## config.mk

```make
export PLATFORM = sky130hd
export DESIGN_NAME = axis_elastic_buffer_flat
export DESIGN_NICKNAME = d
export VERILOG_FILES = /design/src/rtl/axis_if.sv /design/src/rtl/axis_elastic_buffer.sv /design/src/flat_wrapper.sv
export SDC_FILE = /design/constraint.sdc
export NUM_CORES = 1
export LEC_CHECK = 0
export BUFFER_PORTS_ARGS = -buffer_cell sky130_fd_sc_hd__buf_2
export CAP_MARGIN = 10
export CORE_MARGIN = 5
export CORE_UTILIZATION = 51
export CTS_CLUSTER_DIAMETER = 40
export DETAILED_ROUTE_END_ITERATION = 12
export PLACE_DENSITY = 0.72
export SYNTH_ARGS = -nofsm -noshare
export SYNTH_HDL_FRONTEND = slang
export SYNTH_SLANG_ARGS = --single-unit
```

## constraint.sdc

```tcl
create_clock -name clk -period 5.85 [get_ports clk]
set_input_delay 1.17 -clock clk [delete_from_list [all_inputs] [get_ports clk]]
set_output_delay 1.17 -clock clk [all_outputs]
set_load 0.02 [all_outputs]
```

## src/rtl/axis_if.sv

```systemverilog
// AXI-Stream style handshake bundle shared between manager and subordinate.
// Carries only tvalid/tready/tdata; width set by the instantiating context.
interface axis_if #(
  parameter int TDATA_WIDTH = 32
) ();
  logic                   tvalid;
  logic                   tready;
  logic [TDATA_WIDTH-1:0] tdata;

  modport m (output tvalid, output tdata, input tready);
  modport s (input tvalid, input tdata, output tready);
endinterface

```

## src/rtl/axis_elastic_buffer.sv

```systemverilog
// Circular FIFO elastic buffer between two AXI-Stream ports; push-to-output latency 1 cycle.
// Upstream tready is registered from next occupancy, so downstream tready never reaches it combinationally.
module axis_elastic_buffer #(
  parameter int DEPTH       = 4,
  parameter int AFULL_LEVEL = DEPTH - 1
) (
  input  logic                         clk,
  input  logic                         rst,
  axis_if.s                            axis_sif,
  axis_if.m                            axis_mif,
  input  logic                         invalidate,
  output logic [$clog2(DEPTH+1)-1:0]   count,
  output logic                         almost_full
);

  localparam int TDATA_WIDTH = axis_mif.TDATA_WIDTH;
  localparam int PW          = $clog2(DEPTH);
  localparam int CW          = $clog2(DEPTH + 1);

  if (TDATA_WIDTH != axis_sif.TDATA_WIDTH) begin : g_bad_width_match
    $fatal(1, "axis_elastic_buffer: axis_sif and axis_mif TDATA_WIDTH differ");
  end
  if (TDATA_WIDTH == 0) begin : g_bad_width_zero
    $fatal(1, "axis_elastic_buffer: TDATA_WIDTH must be non-zero");
  end
  if ((DEPTH < 2) || ((DEPTH & (DEPTH - 1)) != 0)) begin : g_bad_depth
    $fatal(1, "axis_elastic_buffer: DEPTH must be a power of two >= 2");
  end
  if ((AFULL_LEVEL < 1) || (AFULL_LEVEL > DEPTH)) begin : g_bad_afull
    $fatal(1, "axis_elastic_buffer: AFULL_LEVEL must be in 1..DEPTH");
  end

  logic [TDATA_WIDTH-1:0] mem [DEPTH];
  logic [PW-1:0]          wr_ptr;
  logic [PW-1:0]          rd_ptr;
  logic [CW-1:0]          count_q;
  logic [CW-1:0]          count_nxt;
  logic                   tready_q;
  logic                   afull_q;
  logic                   push;
  logic                   pop;

  assign push            = axis_sif.tvalid && tready_q;
  assign pop             = axis_mif.tvalid && axis_mif.tready;
  assign axis_sif.tready = tready_q;
  assign axis_mif.tvalid = (count_q != '0);
  assign axis_mif.tdata  = mem[rd_ptr];
  assign count           = count_q;
  assign almost_full     = afull_q;

  // A flush wins over a concurrent push; a concurrent pop has already been consumed downstream.
  always_comb begin
    count_nxt = count_q;
    if (invalidate) begin
      count_nxt = '0;
    end else if (push && !pop) begin
      count_nxt = count_q + CW'(1);
    end else if (!push && pop) begin
      count_nxt = count_q - CW'(1);
    end
  end

  always_ff @(posedge clk) begin
    if (rst) begin
      wr_ptr   <= '0;
      rd_ptr   <= '0;
      count_q  <= '0;
      tready_q <= 1'b0;
      afull_q  <= 1'b0;
    end else begin
      count_q  <= count_nxt;
      tready_q <= (count_nxt < CW'(DEPTH));
      afull_q  <= (count_nxt >= CW'(AFULL_LEVEL));
      if (invalidate) begin
        wr_ptr <= '0;
        rd_ptr <= '0;
      end else begin
        if (push) wr_ptr <= wr_ptr + PW'(1);
        if (pop)  rd_ptr <= rd_ptr + PW'(1);
      end
    end
  end

  // Storage carries no reset; occupancy alone decides what is valid.
  always_ff @(posedge clk) begin
    if (push && !invalidate) begin
      mem[wr_ptr] <= axis_sif.tdata;
    end
  end

endmodule

```

## src/flat_wrapper.sv

```systemverilog
// flat-port wrapper written by rule: the top's interface ports become plain ports
module axis_elastic_buffer_flat 
#(
  parameter int DEPTH       = 4,
  parameter int AFULL_LEVEL = DEPTH - 1
)
  (clk, rst, invalidate, count, almost_full, axis_sif_tvalid, axis_sif_tdata, axis_sif_tready, axis_mif_tvalid, axis_mif_tdata, axis_mif_tready);
  axis_if #(.TDATA_WIDTH((32))) axis_sif_i ();
  axis_if #(.TDATA_WIDTH((32))) axis_mif_i ();
  input  logic clk;
  input  logic rst;
  input  logic invalidate;
  output logic [$clog2(DEPTH+1)-1:0] count;
  output logic almost_full;
  input wire logic [$bits(axis_sif_i.tvalid)-1:0] axis_sif_tvalid;
  input wire logic [$bits(axis_sif_i.tdata)-1:0] axis_sif_tdata;
  output wire logic [$bits(axis_sif_i.tready)-1:0] axis_sif_tready;
  output wire logic [$bits(axis_mif_i.tvalid)-1:0] axis_mif_tvalid;
  output wire logic [$bits(axis_mif_i.tdata)-1:0] axis_mif_tdata;
  input wire logic [$bits(axis_mif_i.tready)-1:0] axis_mif_tready;
  assign axis_sif_i.tvalid = axis_sif_tvalid;
  assign axis_sif_i.tdata = axis_sif_tdata;
  assign axis_sif_tready = axis_sif_i.tready;
  assign axis_mif_tvalid = axis_mif_i.tvalid;
  assign axis_mif_tdata = axis_mif_i.tdata;
  assign axis_mif_i.tready = axis_mif_tready;
  axis_elastic_buffer #(.DEPTH(DEPTH), .AFULL_LEVEL(AFULL_LEVEL)) u_core (.clk(clk), .rst(rst), .axis_sif(axis_sif_i), .axis_mif(axis_mif_i), .invalidate(invalidate), .count(count), .almost_full(almost_full));
endmodule
```

### Yosys cells after proc, flatten, opt, wreduce, memory -nomap -nowiden

Memory sizes are Yosys's and may differ from the RTL's. A register that Yosys moved wholly into a read port is not among the register bits.
Cells that the tools add are included.

| storage, ports and cells | value |
|---|---|
| output and inout bits | 38 |
| ROM bits | 0 |
| flip-flop bits (word level) | 9 |
| logic and storage cells | 29 |
| memories kept | 1 |
| memory bits (writable) | 128 |
| bits of input ports | 37 |
| latch bits | 0 |

Memory list:

| memory | words | bits a word | rd ports | clocked after memory_dff | write ports | line | source |
|---|---|---|---|---|---|---|---|
| u_core.mem | 4 | 32 | 1 | 1 | 1 | axis_elastic_buffer.sv:33 | `logic [TDATA_WIDTH-1:0] mem [DEPTH];` |

| cells by class | value |
|---|---|
| multiply operators | 0 |
| equal/unequal tests | 0 |
| $add $sub $neg | 4 |
| order comparisons | 2 |
| bitwise operators | 0 |
| reductions and logical operators | 10 |
| muxes and demuxes | 7 |
| div/mod/pow operators | 0 |
| shift-type cells | 0 |

Operators by type and width:

| cell | number |
|---|---|
| two-way mux 3 bit | 3 |
| logical AND 1 bit | 5 |
| adder 2 x 1 -> 2 bit (second input constant) | 2 |
| two-way mux 2 bit | 2 |
| adder 3 x 1 -> 3 bit (second input constant) | 1 |
| greater-or-equal comparator 3 x 2 -> 1 bit (second input constant) | 1 |
| zero test 1 bit | 3 |
| < comparator 3 bit (second input constant) | 1 |
| nonzero test 3 bit | 1 |
| subtractor 3 x 1 -> 3 bit (second input constant) | 1 |
| two-way mux 1 bit | 2 |
| OR reduction 2 bit | 1 |

### Logic depth before layout (Yosys ltp)

| depth | value |
|---|---|
| word-level depth | 7 |
| depth in mapped cells | 7 |
| depth with buffers taken out | 7 |

### Worst setup path before layout

No wires, ideal clock.

| timing | value |
|---|---|
| path type | input to register |
| start point | input port axis_sif_tvalid |
| end point | memory u_core.mem[1][0], enable pin |
| arrival time | 3.730 ns |
| library setup time | 0.468 ns |
| stages | 2 |
| path slack | 1.652 ns |
| cells stage by stage | nand2_2 nor3b_1 |

| between the ends | value |
|---|---|
| word-level cells in the longest chain between the ends | 4 |

Ends and longest elaborated chain:

| what | line | source |
|---|---|---|
| start, declared | flat_wrapper.sv:15 | `input wire logic [$bits(axis_sif_i.tvalid)-1:0] axis_sif_tvalid;` |
| logical AND 1 bit | axis_elastic_buffer.sv:43 | `assign push = axis_sif.tvalid && tready_q;` |
| logical AND 1 bit | axis_elastic_buffer.sv:86 | `if (push && !invalidate) begin` |
| two-way mux 1 bit | axis_elastic_buffer.sv:86 |  |
| two-way mux 1 bit (not written as such) | axis_elastic_buffer.sv:87 | `mem[wr_ptr] <= axis_sif.tdata;` |
| end, declared | axis_elastic_buffer.sv:33 |  |

Every way passes these cells.

==> results.md <==
- Status: finished clean
- CP Data Required Time: 4.68 ns
- Sequential share of the synthesized area: 78.8%
- Root Buffer: clkbuf_8
- CP Class: reg -> out
- Number of diodes: 0
- Peak Freq: between 0.2 and 0.3 GHz
- Most common cell after layout, fill and taps aside: edfxtp_1
- First-pass DRT Iterations: 4
- Worst-Margin Slew: 1.04 ns
- Clock Tree Buf Depth: 2
- Rows: 36
- Synth Instances: 225
- Rel. slew slack: a little under a third
- WL final: ~8.6 mm
- Starting Density: around 53%
- Top FF cell, synth: edfxtp_1
- HPWL Detailed: 5.31 mm
- CP endpoint kind: output pin
- Power, Total: 2.26 mW
- First-pass GRT wire length: 13.7 mm
- RSZ-0062 raised after global routing: no
- Global Route Usage Sum: between 10% and 20%
- Largest net degree at the start of global routing: 33
- H-tree Lvls: 4
- Core region area: 9820 um^2
- Mapped Area: 5160 um^2
- Total number of vias: 2438
- Setup Viol. Count Final: 0
- Finished Core Util: 64.6%
- Worst-path clk slew: about 0.06 ns
- Drc violations: 0
- Final GP Congestion: 0.733
- Area contributors post-synth: edfxtp_1, mux4_2, dfxtp_1, ha_1, xnor2_1
- Hold WS: around 0.50 ns
- Seq. cell area: 4070 um^2
- Initial antenna violation count: 0
- Number of buffers added for setup after CTS: 0
- Hold Path Depth: 2
- Port Buffers: 74
- IR Drop Worst-Case VDD: 0.251 mV
- GRT Residual Overflow: 0
- Cell variety after synth: 25
- Vias in the first global route: between 2000 and 3000
- PwrDens: ~360 nW/um^2
- Routed len/inst: 18.6 um
- Maxcap violations: 0
- Crit Path Max Fanout: 21
- Post-synth EDFFs: 128
- Fin crit period: between 3 and 4 ns
- Die Width: ~110 um
- Leading area contributor after synthesis: edfxtp_1
- Data arrival, critical path: 2.37 ns
- Final period util: between 60% and 70%
- Share of the synthesized area in the top cell type: 74.5%
- Layout net count: 360
- Critical path launch point type: register
- Clk Latency, worst-skew pair: 0.51 ns
- I/O Pins: 75
- Area of the multi-input gates: ~1100 um^2
- Mapped Avg Cell Area: 22.9 um^2
- CTS sink cnt: between 100 and 150
- CTS buffer count: 17
- Ys Warns: 0
- Syn nets: 269
- Max-slew violation count: 0
- # resized after CTS: 0
- Final ANT Viol Nets: 0
- Hold buffer count at CTS: 0
- Asr flop ratio synth: 0%
- Clk_skew: around 0.0056 ns
- Hold Path Class: reg -> reg
- R2R cell count: 4
- Die area: 12200 um^2
- Vias per inst: approximately 5.3
- Share of cells above drive strength 1: 46.8%
- Yosys reg bits: around 140
- CTS tree: built
- Pleak: 2.18 nW
- Iter 0 DRT Violations: roughly 70
- Most frequent cells in the layout: edfxtp_1, buf_2, mux4_2, clkbuf_16, dfxtp_1
- Setup tns final: 0 ns
- Die Height: 111 um
- Fin. Hold Viols: 0
- Area growth syn-to-layout: 22.9%
- # fillers: 707
==> cell usage after synthesis, types with 2 or more instances <==
master	n
edfxtp_1	128
mux4_2	32
dfxtp_1	11
ha_1	7
inv_1	6
nor2_1	6
buf_2	5
nor3b_1	4
xnor2_1	4
buf_1	3
a21oi_1	2
nand2_1	2
nand2_2	2
xor2_1	2
==> worst max-delay path: stages (launching register included) <==
cell and delay (ns):
dfxtp_2 0.59, buf_4 0.46, mux4_2 0.60, buf_2 0.18
==> power by group <==
part           switching, mW  total [mW]  internal, mW
Combinational         0.0489      0.0830        0.0341
Sequential           0.00432        1.10          1.10
Clock                  0.387        1.08         0.694
==> per-layer routing <==
layer	wire (um)	track usage (%)	vias to the layer above
li1	-	-	1111
met4	104	5.34	0
met1	3610	18.7	1250
met5	0	0	-
met3	485	6.13	9
met2	4390	23.9	68
==> flip-flops by register name (all words and copies together), names as in the netlist, named ones only <==
| signal | flops |
|---|---|
| u_core.almost_full | 1 |
| u_core.axis_sif.tready | 1 |
| u_core.count | 3 |
| u_core.mem | 128 |
| u_core.rd_ptr | 2 |
| u_core.wr_ptr | 2 |
==> cell families (layout without fill, tap and decap cells) <==
group | count (synthesis) | after routing | synth area share, %
compound gates | 7 | 7 | 0.947
xor+xnor | 6 | 6 | 1.02
fa+ha+maj | 8 | 8 | 1.92
buf+inv | 14 | 118 | 1.14
flops | 139 | 139 | 78.8
mux | 32 | 32 | 14.0
simple gates | 19 | 19 | 2.18
==> final timing paths <==
path	slack [ns]	endpoint	start
worst max-delay path	2.31	axis_mif_tdata[5]	register
worst min register to register	0.50	u_core.wr_ptr[1]	u_core.wr_ptr[1]
worst max register to register	3.62	u_core.mem[2][0]	u_core.wr_ptr[0]
worst min-delay path	0.50	u_core.wr_ptr[1]	u_core.wr_ptr[1]
==> layout make-up <==
type	count	area share [%]
clock buffers	18	6.59
inverters	6	0.355
flip-flops and latches	139	64.2
repair buffers	80	6.55
clock inverters	14	3.10
well taps	133	2.63
multi-input cells	72	16.6
==> stage by stage <==
step | worst slack [ns] | area (um^2) | std cells
2_1_floorplan | 1.65 | 5160 | 225
3_3_place_gp | 2.72 | 5720 | 430
3_5_place_dp | 2.73 | 5720 | 430
4_1_cts | 2.22 | 6340 | 462
5_1_grt | 2.11 | 6340 | 462
6_report | 2.31 | 6340 | 462
Power figures use the tool's default switching activity.
